**src/rtl/variable_sampler.sv**
```systemverilog
// Receive-path bit sampler: generates the oversampling tick, tracks bit phase with
// synchronizer corrections and samples rxd mid-bit. Define MAJORITY_VOTE_EN for a 3-tap vote.
module variable_sampler #(
   parameter int CLK_FREQ = 100_000_000,
   parameter int BIT_RATE = 50_000,
   parameter int NUM_SAMP = 16,
   parameter int W        = $clog2(NUM_SAMP) + 1,
   parameter int MAX_ADJ  = 5,
   parameter int DIV      = CLK_FREQ / (BIT_RATE * NUM_SAMP)
) (
   input  logic         clk,
   input  logic         reset,
   input  logic         enb,
   input  logic         rxd,
   input  logic         slow_down,
   input  logic         speed_up,
   input  logic [W-1:0] phase_diff,
   output logic         count_enb,
   output logic         bit_out,
   output logic         bit_valid,
   output logic         bit_end
);

   localparam int DW = (DIV > 2) ? $clog2(DIV) : 1;
   localparam logic [DW-1:0] DIV_LAST  = DW'(DIV - 1);
   localparam logic [W-1:0]  NOM_END   = W'(NUM_SAMP - 1);
   localparam logic [W-1:0]  MAX_ADJ_W = W'(MAX_ADJ);
   localparam logic [W-1:0]  MID       = W'(NUM_SAMP / 2);

   if (NUM_SAMP - 1 + MAX_ADJ >= (1 << W)) begin : g_width_check
      $error("variable_sampler: W cannot hold NUM_SAMP-1+MAX_ADJ");
   end
   if (DIV < 2) begin : g_div_check
      $error("variable_sampler: DIV must be at least 2");
   end
   if ((NUM_SAMP < 4) || (NUM_SAMP % 2 != 0) || (NUM_SAMP <= 2 * MAX_ADJ - 2)) begin : g_samp_check
      $error("variable_sampler: NUM_SAMP must be even, >=4 and > 2*MAX_ADJ-2");
   end

   logic [DW-1:0] dcnt;
   logic [W-1:0]  ph;
   logic [W-1:0]  ph_next;
   logic [W-1:0]  adj;
   logic [W-1:0]  end_val;
   logic          adj_pending;
   logic          adj_slow;
   logic          tick_next;
   logic          close_bit;
   logic          req_ok;

   // All tick-related decisions are taken on the clk that raises count_enb, so
   // the phase seen during a count_enb pulse is the value that tick produced.
   assign tick_next = (dcnt == DIV_LAST);
   assign ph_next   = ph + W'(1);
   assign close_bit = tick_next && (ph >= end_val);
   assign req_ok    = (speed_up ^ slow_down) && (phase_diff != '0) && (phase_diff <= MAX_ADJ_W);

   always_comb begin
      end_val = NOM_END;
      if (adj_pending) begin
         end_val = adj_slow ? (NOM_END + adj) : (NOM_END - adj);
      end
   end

   always_ff @(posedge clk or negedge reset) begin
      if (!reset) begin
         dcnt      <= '0;
         ph        <= '0;
         count_enb <= 1'b0;
         bit_end   <= 1'b0;
      end else if (!enb) begin
         dcnt      <= '0;
         ph        <= '0;
         count_enb <= 1'b0;
         bit_end   <= 1'b0;
      end else begin
         count_enb <= tick_next;
         bit_end   <= close_bit;
         dcnt      <= tick_next ? '0 : dcnt + DW'(1);
         if (tick_next) begin
            ph <= close_bit ? '0 : ph_next;
         end
      end
   end

   // A request on the boundary clk wins over the boundary clear, so it applies to the new bit.
   always_ff @(posedge clk or negedge reset) begin
      if (!reset) begin
         adj_pending <= 1'b0;
         adj_slow    <= 1'b0;
         adj         <= '0;
      end else if (!enb) begin
         adj_pending <= 1'b0;
         adj_slow    <= 1'b0;
         adj         <= '0;
      end else if (req_ok) begin
         adj_pending <= 1'b1;
         adj_slow    <= slow_down;
         adj         <= phase_diff;
      end else if (close_bit) begin
         adj_pending <= 1'b0;
      end
   end

`ifdef MAJORITY_VOTE_EN
   localparam logic [W-1:0] MID_LO = W'(NUM_SAMP / 2 - 1);
   localparam logic [W-1:0] MID_HI = W'(NUM_SAMP / 2 + 1);

   logic tap_lo;
   logic tap_mid;

   always_ff @(posedge clk or negedge reset) begin
      if (!reset) begin
         tap_lo    <= 1'b0;
         tap_mid   <= 1'b0;
         bit_out   <= 1'b0;
         bit_valid <= 1'b0;
      end else if (!enb) begin
         tap_lo    <= 1'b0;
         tap_mid   <= 1'b0;
         bit_out   <= 1'b0;
         bit_valid <= 1'b0;
      end else begin
         bit_valid <= 1'b0;
         if (close_bit) begin
            tap_lo  <= 1'b0;
            tap_mid <= 1'b0;
         end else if (tick_next) begin
            if (ph_next == MID_LO) begin
               tap_lo <= rxd;
            end
            if (ph_next == MID) begin
               tap_mid <= rxd;
            end
            if (ph_next == MID_HI) begin
               bit_out   <= (tap_lo & tap_mid) | (tap_lo & rxd) | (tap_mid & rxd);
               bit_valid <= 1'b1;
            end
         end
      end
   end
`else
   always_ff @(posedge clk or negedge reset) begin
      if (!reset) begin
         bit_out   <= 1'b0;
         bit_valid <= 1'b0;
      end else if (!enb) begin
         bit_out   <= 1'b0;
         bit_valid <= 1'b0;
      end else begin
         bit_valid <= 1'b0;
         if (tick_next && !close_bit && (ph_next == MID)) begin
            bit_out   <= rxd;
            bit_valid <= 1'b1;
         end
      end
   end
`endif

endmodule

```
**config.mk**
```make
export PLATFORM = sky130hd
export DESIGN_NAME = variable_sampler
export DESIGN_NICKNAME = d
export VERILOG_FILES = /design/src/rtl/variable_sampler.sv
export SDC_FILE = /design/constraint.sdc
export NUM_CORES = 1
export LEC_CHECK = 0
export ABC_AREA = 0
export CORE_MARGIN = 2
export CORE_UTILIZATION = 49
export CTS_CLUSTER_SIZE = 24
export DETAILED_ROUTE_END_ITERATION = 6
export GPL_TIMING_DRIVEN = 0
export PLACE_DENSITY_LB_ADDON = 0.15
export SLEW_MARGIN = 40
export SYNTH_ARGS = -nofsm -noshare
export SYNTH_HDL_FRONTEND = slang
export SYNTH_SLANG_ARGS = --single-unit
```
**constraint.sdc**
```tcl
create_clock -name clk -period 2.2 [get_ports clk]
set_input_delay 0.22 -clock clk [delete_from_list [all_inputs] [get_ports clk]]
set_output_delay 0.22 -clock clk [all_outputs]
set_load 0.01 [all_outputs]
```
==> qor.log <==
INFO  drt            drtIter0Drc=11
INFO  clock_tree     worstSkewPairLatency=0.31ns
INFO  timing         drv_slew=0
INFO  layout         final_common_cell=dfrtp_1
INFO  setup_path     worstSetupEndpointType=register
INFO  place          post_dp_cell_area=1510µm²
INFO  setup_path     startpoint_type=register
INFO  synthesis      postSynthCellCount=133
INFO  place          portBuffers=14
INFO  global_route   first_global_vias=1,030
INFO  floorplanning  design.die.area=3120µm²
INFO  timing         max_clock_freq=431MHz
INFO  setup_path     startpoint_of_the_lowest_slack_register_to_register_path=adj[1]$_DFFE_PN0P_
INFO  timing         worst_slew_pin_slew=0.515ns
INFO  clock_tree     tritoncts=yes
INFO  run            cap_violations=0
INFO  setup_path     timing_worst_setup_path_type=register to register
INFO  synthesis      synthesis.area=1320µm²
INFO  power_and_ir_drop power_per_cell_area=438nW/µm²
INFO  layout         layout.core_utilization=66.2%
INFO  setup_path     r2r_setup_slack=-0.12ns
INFO  synthesis      synth_top_flop_cell=dfrtp_1
INFO  timing         timing_hold_violations_final=0
INFO  drt            route.detailed.vias_per_inst=5.52
INFO  global_route   grt_pass1_wl=4560µm
INFO  global_route   gr-usage-met2=30.4%
INFO  setup_path     worstPathRequired=2.44ns
INFO  setup_path     reg2reg_depth=11
INFO  setup_path     timing.critical_path.fanout_max=3
INFO  layout         drive_gt1_share=18.4%
INFO  synthesis      synth_cell_type_count=36
INFO  synthesis      sequential_cell_area_fraction_in_the_yosys_report=43.6%
INFO  floorplanning  core_region_area=2520µm²
INFO  power_and_ir_drop worst_ir_drop_vdd=282µV
INFO  clock_tree     cts_max_level=1
INFO  global_route   grtUsageTotal=18.3%
INFO  global_route   antenna_found_initial=0
INFO  layout         final-instance-count-excl-fill=188
INFO  drt            route.detailed.drc=0
INFO  synthesis      async_flop_share=100%
INFO  global_route   grt_use_met1=23.8%
INFO  timing         max-slew-margin-rel=65.7%
INFO  setup_path     worstReg2RegEnd=bit_out$_DFFE_PN0P_
INFO  layout         final_cell_mix=23 x dfrtp_1, 16 x nand2_1, 13 x clkdlybuf4s50_1
INFO  synthesis      yosys_warnings=0
INFO  clock_tree     cts-buffers-inserted=3
INFO  drt            drt.antenna.violating_nets=0
INFO  synthesis      synth.net_count=154
INFO  global_route   grt.busiest_layer=met2
INFO  global_route   met3_usage=3.49%
INFO  floorplanning  die_h=55.9µm
INFO  timing         grt_setup_unrepaired=yes
INFO  layout         design_area=1670µm²
INFO  layout         nFillCells=213
INFO  drt            detail_route.wirelength=2680µm
INFO  synthesis      synth-edff-count=0
INFO  layout         fin_nets=180
INFO  drt            via_count=1,037
INFO  floorplanning  die_width=55.9µm
INFO  floorplanning  start_util=52.3%
INFO  place          place.gp.congestion=0.757
INFO  status         run_status=complete, but fails checks
INFO  floorplanning  ioPinCount=15
INFO  layout         insertedDiodeCount=0
INFO  clock_tree     clockRootBuffer=clkbuf_4
INFO  timing         finalSetupViolCount=9
INFO  global_route   grt_overflow=0
INFO  timing         final.setup.worst_slack=-0.122ns
INFO  layout         area_growth=26.7%
INFO  worst_hold_path worstHoldPathType=input pin to async pin
INFO  timing         fin_crit_sh=106%
INFO  power_and_ir_drop power_leakage=0.000742µW
INFO  clock_tree     clkTransAtPathRegs=0.13ns
INFO  setup_path     critical_path_arrival=2.57ns
INFO  status         failing_checks=negative setup slack
INFO  synthesis      average_footprint_of_a_synthesized_cell=9.92µm²
INFO  drt            drt-pass1-iter-count=4
INFO  drt            avgRoutedWirePerCell=14.2µm
INFO  synthesis      synth_seq_cells=23
INFO  timing         clock-skew-final=0.00480ns
INFO  place          dp.cells=177
INFO  clock_tree     numClockSinks=23
INFO  clock_tree     clk_path_buf_depth=2
INFO  place          hpwlAfterDp=1950µm
INFO  global_route   grt_max_degree=24
INFO  floorplanning  row_count=18
INFO  timing         final.min_clock_period=2.32ns
==> where the power goes <==
group | total [µW] | switching (µW) | internal, µW
sequential | 451 | 17.6 | 434
combinational | 82.5 | 38.8 | 43.7
clock | 198 | 128 | 70.8
==> cells by family after synthesis <==
logic type,share of synthesized area (%)
simple gates,23.1
compound gates,13.5
flops,43.6
fa+ha+maj,9.49
xor+xnor,5.98
buf+inv,2.85
mux,1.52
==> layout make-up <==
cell class	instances	area (µm²)	area share [%]
sequential	23	576	34.5
inverter	6	22.5	1.35
clock buffer	4	26.3	1.57
timing repair buffer	21	190	11.4
multi-input combinational	102	803	48.1
buffer	2	15.0	0.899
tap	30	37.5	2.25
==> metal layers <==
layer  up-vias  share of wire (%)
met5         -                  0
met4         0                1.7
met3         6                2.1
met2        10                 49
met1       505                 47
li1        516                  -
==> flip-flops by register name, indices dropped and copies added, names as in the netlist <==
register / count
dcnt: 7
adj: 5
ph: 5
adj_pending: 1
adj_slow: 1
bit_end: 1
bit_out: 1
bit_valid: 1
count_enb: 1
==> worst max-delay path: stages (launching register included) <==
cell and delay [ns]:
dfrtp_1 0.39, inv_1 0.05, ha_2 0.17, nand2b_4 0.14
xnor2_2 0.15, and2_4 0.17, ha_4 0.20, a211o_1 0.32
a31oi_4 0.17, o21ba_4 0.16, and3_4 0.18, mux2i_1 0.17
==> worst max path at each step <==
stage                       startpoint             endpoint  slack (ns)  cells after the start
floorplan           adj[0]$_DFFE_PN0P_  bit_out$_DFFE_PN0P_       -0.08                     11
global placement    adj[0]$_DFFE_PN0P_  bit_out$_DFFE_PN0P_       -0.25                     11
detailed placement  adj[0]$_DFFE_PN0P_  bit_out$_DFFE_PN0P_       -0.32                     11
CTS                 adj[0]$_DFFE_PN0P_  bit_out$_DFFE_PN0P_       -0.18                     11
global route        adj[0]$_DFFE_PN0P_  bit_out$_DFFE_PN0P_       -0.24                     11
finish              adj[1]$_DFFE_PN0P_  bit_out$_DFFE_PN0P_       -0.12                     11
==> through the flow <==
| stage | setup slack, ns | TNS, ns | power [µW] | hold slack [ns] |
|---|---|---|---|---|
| after floorplan | -0.0841 | -0.0841 | 492 | -0.0756 |
| after global placement | -0.254 | -0.708 | 529 | 0.462 |
| after detailed placement | -0.317 | -1.26 | 532 | 0.226 |
| after CTS | -0.176 | -1.00 | 731 | 0.422 |
| after global routing | -0.243 | -1.63 | 772 | 0.437 |
| final | -0.122 | -0.624 | 732 | 0.394 |
==> Yosys cell counts, types with 2 or more instances <==
library cell	instances	share of area (%)
nand2b_1	2	0.95
o21ai_0	3	1.1
inv_1	6	1.7
xnor2_1	6	4.0
nand3_1	6	2.3
o21ai_1	3	1.1
a21boi_0	2	1.1
mux2i_1	2	1.5
ha_1	10	9.5
nor3_1	3	1.1
a21boi_1	2	1.1
nor2b_1	4	1.9
xor2_1	3	2.0
nand2_1	16	4.6
nor2_1	11	3.1
and2_1	7	3.3
a22o_1	4	2.7
dfrtp_1	23	44
and3_1	3	1.4
==> what timing repair did <==
item / CTS / global route
setup buffers: 6 / 0
hold buffers: 1 / 0
hold endpoints to repair: 23 / 0
gates resized for setup: 4 / 11
pin swaps: 6 / 5
setup endpoints to repair: 9 / 9
Power figures use the tool's default switching activity.
